**config.mk**
```make
export PLATFORM = sky130hd
export DESIGN_NAME = wb_intercon_nxm
export DESIGN_NICKNAME = d
export VERILOG_FILES = /design/src/rtl/wb_intercon_nxm.sv
export SDC_FILE = /design/constraint.sdc
export NUM_CORES = 1
export LEC_CHECK = 0
export CORE_AREA = 2 2 169 171
export DETAILED_ROUTE_END_ITERATION = 8
export DIE_AREA = 0 0 171 173
export PLACE_DENSITY = 0.52
export RECOVER_POWER = 50
export SETUP_SLACK_MARGIN = 0.2
export SYNTH_ARGS = -nofsm -noshare
export SYNTH_HDL_FRONTEND = slang
export SYNTH_SLANG_ARGS = --single-unit
```
**constraint.sdc**
```tcl
create_clock -name clk -period 4.8 [get_ports clk]
set_input_delay 1.44 -clock clk [delete_from_list [all_inputs] [get_ports clk]]
set_output_delay 1.44 -clock clk [all_outputs]
set_load 0.02 [all_outputs]
```
**src/rtl/wb_intercon_nxm.sv**
```systemverilog
// Wishbone shared-bus interconnect, NM masters to NS slaves: round-robin arbiter locked for
// the owner's CYC, MSB address decode, internal error slave and a watchdog for hung strobes.
module wb_intercon_nxm #(
  parameter int NM = 2,
  parameter int NS = 4,
  parameter int DW = 32,
  parameter int AW = 32,
  parameter int DEC_BITS = 8,
  parameter logic [NS*DEC_BITS-1:0] SLAVE_BASE = {8'h03, 8'h02, 8'h01, 8'h00},
  parameter int TIMEOUT = 255,
  localparam int SW = DW / 8
) (
  input  logic             clk,
  input  logic             rst,
  input  logic [NM*AW-1:0] wbm_adr_o,
  input  logic [NM*DW-1:0] wbm_dat_o,
  input  logic [NM*SW-1:0] wbm_sel_o,
  input  logic [NM-1:0]    wbm_we_o,
  input  logic [NM-1:0]    wbm_cyc_o,
  input  logic [NM-1:0]    wbm_stb_o,
  output logic [NM*DW-1:0] wbm_dat_i,
  output logic [NM-1:0]    wbm_ack_i,
  output logic [NM-1:0]    wbm_err_i,
  output logic [NM-1:0]    wbm_rty_i,
  output logic [AW-1:0]    wbs_adr_i,
  output logic [DW-1:0]    wbs_dat_i,
  output logic [SW-1:0]    wbs_sel_i,
  output logic             wbs_we_i,
  output logic [NS-1:0]    wbs_cyc_i,
  output logic [NS-1:0]    wbs_stb_i,
  input  logic [NS*DW-1:0] wbs_dat_o,
  input  logic [NS-1:0]    wbs_ack_o,
  input  logic [NS-1:0]    wbs_err_o,
  input  logic [NS-1:0]    wbs_rty_o
);

  localparam int OW = (NM > 1) ? $clog2(NM) : 1;
  localparam int WW = (TIMEOUT > 1) ? $clog2(TIMEOUT) : 1;
  localparam logic [WW-1:0] WD_LAST = WW'((TIMEOUT > 0) ? TIMEOUT - 1 : 0);

  logic [NM-1:0] grant, grant_nxt;
  logic [OW-1:0] last_owner, owner_nxt;
  logic          arb_found;
  logic [AW-1:0] g_adr;
  logic [DW-1:0] g_dat;
  logic [SW-1:0] g_sel;
  logic          g_we, g_cyc, g_stb;
  logic [NS-1:0] hit;
  logic          hit_found;
  logic [DW-1:0] s_dat;
  logic          s_ack, s_err, s_rty;
  logic          derr_q;
  logic [WW-1:0] wdog;
  logic          wd_fire, rsp_any;

  // Owner keeps the bus while its CYC is high; otherwise scan starting after the last owner.
  always_comb begin
    grant_nxt = '0;
    owner_nxt = last_owner;
    arb_found = 1'b0;
    if (|(grant & wbm_cyc_o)) begin
      grant_nxt = grant;
    end else begin
      for (int k = 1; k <= NM; k++) begin
        if (!arb_found && wbm_cyc_o[(int'(last_owner) + k) % NM]) begin
          grant_nxt[(int'(last_owner) + k) % NM] = 1'b1;
          owner_nxt = OW'((int'(last_owner) + k) % NM);
          arb_found = 1'b1;
        end
      end
    end
  end

  always_ff @(posedge clk or posedge rst) begin
    if (rst) begin
      grant      <= '0;
      last_owner <= OW'(NM - 1);
    end else begin
      grant      <= grant_nxt;
      last_owner <= owner_nxt;
    end
  end

  always_comb begin
    g_adr = '0;
    g_dat = '0;
    g_sel = '0;
    g_we  = 1'b0;
    g_cyc = 1'b0;
    g_stb = 1'b0;
    for (int i = 0; i < NM; i++) begin
      if (grant[i]) begin
        g_adr = wbm_adr_o[i*AW +: AW];
        g_dat = wbm_dat_o[i*DW +: DW];
        g_sel = wbm_sel_o[i*SW +: SW];
        g_we  = wbm_we_o[i];
        g_cyc = wbm_cyc_o[i];
        g_stb = wbm_stb_o[i];
      end
    end
  end

  // Overlapping bases resolve to the lowest slave index.
  always_comb begin
    hit       = '0;
    hit_found = 1'b0;
    for (int i = 0; i < NS; i++) begin
      if (!hit_found && g_adr[AW-1 -: DEC_BITS] == SLAVE_BASE[i*DEC_BITS +: DEC_BITS]) begin
        hit[i]    = 1'b1;
        hit_found = 1'b1;
      end
    end
  end

  always_comb begin
    s_dat = '0;
    for (int i = 0; i < NS; i++) begin
      if (hit[i]) s_dat = wbs_dat_o[i*DW +: DW];
    end
    s_ack = |(wbs_ack_o & hit);
    s_err = |(wbs_err_o & hit);
    s_rty = |(wbs_rty_o & hit);
  end

  assign wbs_adr_i = g_adr;
  assign wbs_dat_i = g_dat;
  assign wbs_sel_i = g_sel;
  assign wbs_we_i  = g_we;
  assign wbs_cyc_i = {NS{g_cyc}} & hit;
  assign wbs_stb_i = {NS{g_stb}} & hit;

  always_ff @(posedge clk or posedge rst) begin
    if (rst) derr_q <= 1'b0;
    else     derr_q <= g_cyc & g_stb & ~hit_found & ~derr_q;
  end

  // A real slave response in the same cycle wins over the forced error.
  assign wd_fire = (TIMEOUT != 0) && g_cyc && g_stb && (wdog == WD_LAST) &&
                   !(s_ack || s_err || s_rty || derr_q);
  assign rsp_any = s_ack | s_err | s_rty | derr_q | wd_fire;

  always_ff @(posedge clk or posedge rst) begin
    if (rst) begin
      wdog <= '0;
    end else if (TIMEOUT == 0 || !g_cyc || !g_stb || rsp_any || grant_nxt != grant) begin
      wdog <= '0;
    end else begin
      wdog <= wdog + WW'(1);
    end
  end

  always_comb begin
    for (int i = 0; i < NM; i++) begin
      wbm_ack_i[i]            = grant[i] & s_ack;
      wbm_err_i[i]            = grant[i] & (s_err | derr_q | wd_fire);
      wbm_rty_i[i]            = grant[i] & s_rty;
      wbm_dat_i[i*DW +: DW]   = grant[i] ? s_dat : '0;
    end
  end

endmodule
```
==> impl_metrics.ini <==
[timing]
period_share_pct = 97.72
post-route-min-period_ps = 4690
setup_violations = 0
final_max_slew_viol_count = 0
hold_viol = 0
relSlewSlack_pct = 14.31
worst_slew_pin_slew_ps = 1285
worst_slack_ps = 109.7
fmax_mhz = 213.2
worst_clock_skew_ps = 5.288
rsz0062_at_grt = true

[synth]
synth-xor-area-share_pct = 1.750
synthesis.nets = 732
postSynth.topFlopCell = dfrtp_1
synth_fa_ha_area_share_pct = 0.8333
synthMuxAreaShare_pct = 0
synth-compound-area-share_pct = 52.04
async_flop_share_pct = 100.0
synth_top_family_by_area = compound AO/OA/AOI/OAI gates
synth_edf_count = 0
synth-simple-area-share_pct = 28.08
synthCells = 446
synth_cell_types = 43
ys_seq_area_share_pct = 10.04
yosysWarnings = 0
synth.cell_area_um2 = 3003
synth_area_per_cell_um2 = 6.733
ys_ff_latch = 12

[routing]
vias = 5710
first_pass_iters = 6
antenna_left = 0
drt_wl_total_um = 27300
drt-initial-drc-count = 296
drc = 0
drt-vias-per-instance = 4.339
wl_per_cell_um = 20.74

[final_layout]
final_common_cell = clkdlybuf4s50_1
synthToLayoutAreaGrowth_pct = 213.1
utilization_pct = 34.03
layout.nets = 1223
mostFrequentLayoutCells = 274 x clkdlybuf4s50_1, 79 x buf_4, 66 x a22o_1
drive_gt1_share_pct = 31.30

[global_routing]
grt.total_usage_pct = 16.83
grt_pass1_vias = 5803
grt_max_degree = 66
grt-ovfl-total = 0
grt_pass1_wl_um = 37200
grt_antenna_before_repair = 5

[clock_tree]
clockBufferDepth = 2
cts_made_buffers = 3
htreeDepth = 1
cts.sinks = 12
path_clk_slew_ps = 40
ctsRootBufferMaster = clkbuf_16
clock_latency_ps = 240
cts_tree = built

[placed_design]
dp_slack_ps = -1315
dp_hpwl_um = 21490
place.gp.congestion = 0.8614
io_buffers = 430

[critical_path]
worstPathMaxFanout = 7
crit_start = wbm_adr_o[24]
required_ps = 3360
critical_path.endpoint_type = output pin
cp-start-kind = input port
cp.arrival_ps = 3250
timing.rr.start = grant[0]
critPathKind = input port to output pin

[floorplanning]
core.rowCount = 61
die_area_um2 = 29580
die_x_um = 171
core_um2 = 27630
io_pins = 431
start_util_pct = 10.87
die_y_um = 173

[power_and_ir_drop]
comb_power_share_pct = 84.7
pwr_density_cell_nw_per_um2 = 193.1
p_switching_mw = 0.7894
clkPwrFrac_pct = 8.5
p_int_mw = 1.026
switching_share_pct = 43.48
pwr-share-seq_pct = 6.8
irDropWorstVdd_mv = 0.09531
leakage_nw = 4.001
total_power_mw = 1.816

[job]
maxCapViolCount = 0

[min_path]
min_path_type = flop to flop
worstHoldStart = derr_q

[outcome]
status = completed
## critical path, stage by stage
cell and delay, ps:
buf_8 100, buf_6 100, and4bb_1 200, or2_4 250, buf_12 150, buf_12 140
buf_4 130, a222oi_1 320, nand2b_4 220, a21boi_2 70, buf_6 130
## cells by family after synthesis
group | Yosys count
DFF | 12
adders and majority gates | 2
xor gates and xnor gates | 6
buffers and inverters | 52
AOI/OAI and AO/OA | 206
and+or+nand+nor | 168
## final cells by class
class / count / area [um^2]
fill: 2914 / 18230
inverter: 4 / 15.01
clock buffer: 4 / 78.83
multi-input combinational: 382 / 3122
timing repair buffer: 534 / 5405
tap: 378 / 473.0
antenna: 2 / 5.005
sequential: 12 / 304.0
## sequential cells by signal, indices dropped and copies added (netlist names)
register and cells:
wdog 8, last_owner 1, derr_q 1, grant 2
## Yosys cell counts, types with 3 or more instances
library cell | instances | area (um^2)
clkbuf_1 | 37 | 138.9
buf_2 | 6 | 30.03
a22o_1 | 66 | 578.1
xnor2_1 | 5 | 43.79
o21ai_0 | 47 | 235.2
a21oi_1 | 15 | 75.07
and3_1 | 6 | 37.54
a22oi_1 | 3 | 22.52
dfrtp_1 | 11 | 275.3
a21boi_0 | 32 | 240.2
buf_1 | 3 | 11.26
nor3_1 | 9 | 45.04
inv_1 | 4 | 15.01
nor2_1 | 10 | 37.54
nand3_1 | 7 | 35.03
nand2b_1 | 32 | 200.2
nand2_1 | 84 | 315.3
a222oi_1 | 32 | 320.3
## per-stage QoR
stage          instance area, um^2  setup TNS [ps]  instances  hold slack [ps]
2_1_floorplan                 3003               0        446            434.1
3_3_place_gp                  8371          -93610       1281            465.3
3_5_place_dp                  8371          -90290       1281            461.2
4_1_cts                       8800               0       1309            462.8
5_1_grt                       9400               0       1315            518.9
6_report                      9403               0       1316            484.5
## path summary, 6_finish.rpt
kind                                 end  slack, ps  cells past startpoint
max                        wbm_dat_i[14]        110                     11
min                               derr_q        480                      1
max reg2reg                      wdog[0]       2200                      9
min reg2reg                       derr_q        480                      1
max in group asynchronous       grant[0]       2800                      2
min in group asynchronous        wdog[1]       1650                      2
## per-layer routing
layer | part of all wire (%) | routed length [um] | GRT usage [%]
met1 | 38 | 10310 | 18.97
met2 | 53 | 14340 | 32.33
met3 | 7.7 | 2106 | 3.159
met4 | 1.9 | 508 | 3.460
met5 | 0.12 | 33 | 0
## power by group through the flow
| stage | clock network [mW] | registers [mW] | logic, mW |
|---|---|---|---|
| after floorplan | 0 | 0.115 | 0.555 |
| after global placement | 0 | 0.125 | 1.36 |
| after detailed placement | 0 | 0.125 | 1.36 |
| after CTS | 0.155 | 0.125 | 1.48 |
| after global routing | 0.162 | 0.126 | 1.62 |
| final | 0.154 | 0.124 | 1.54 |
## what timing repair did
action | CTS | global route
buffers inserted | 19 | 3
pin swaps | 32 | 68
gates cloned | 5 | 2
endpoints found under the setup margin | 79 | 75
hold buffers | 0 | 0
resized for setup | 490 | 159
Note: power is estimated with default switching activity, not from simulation.
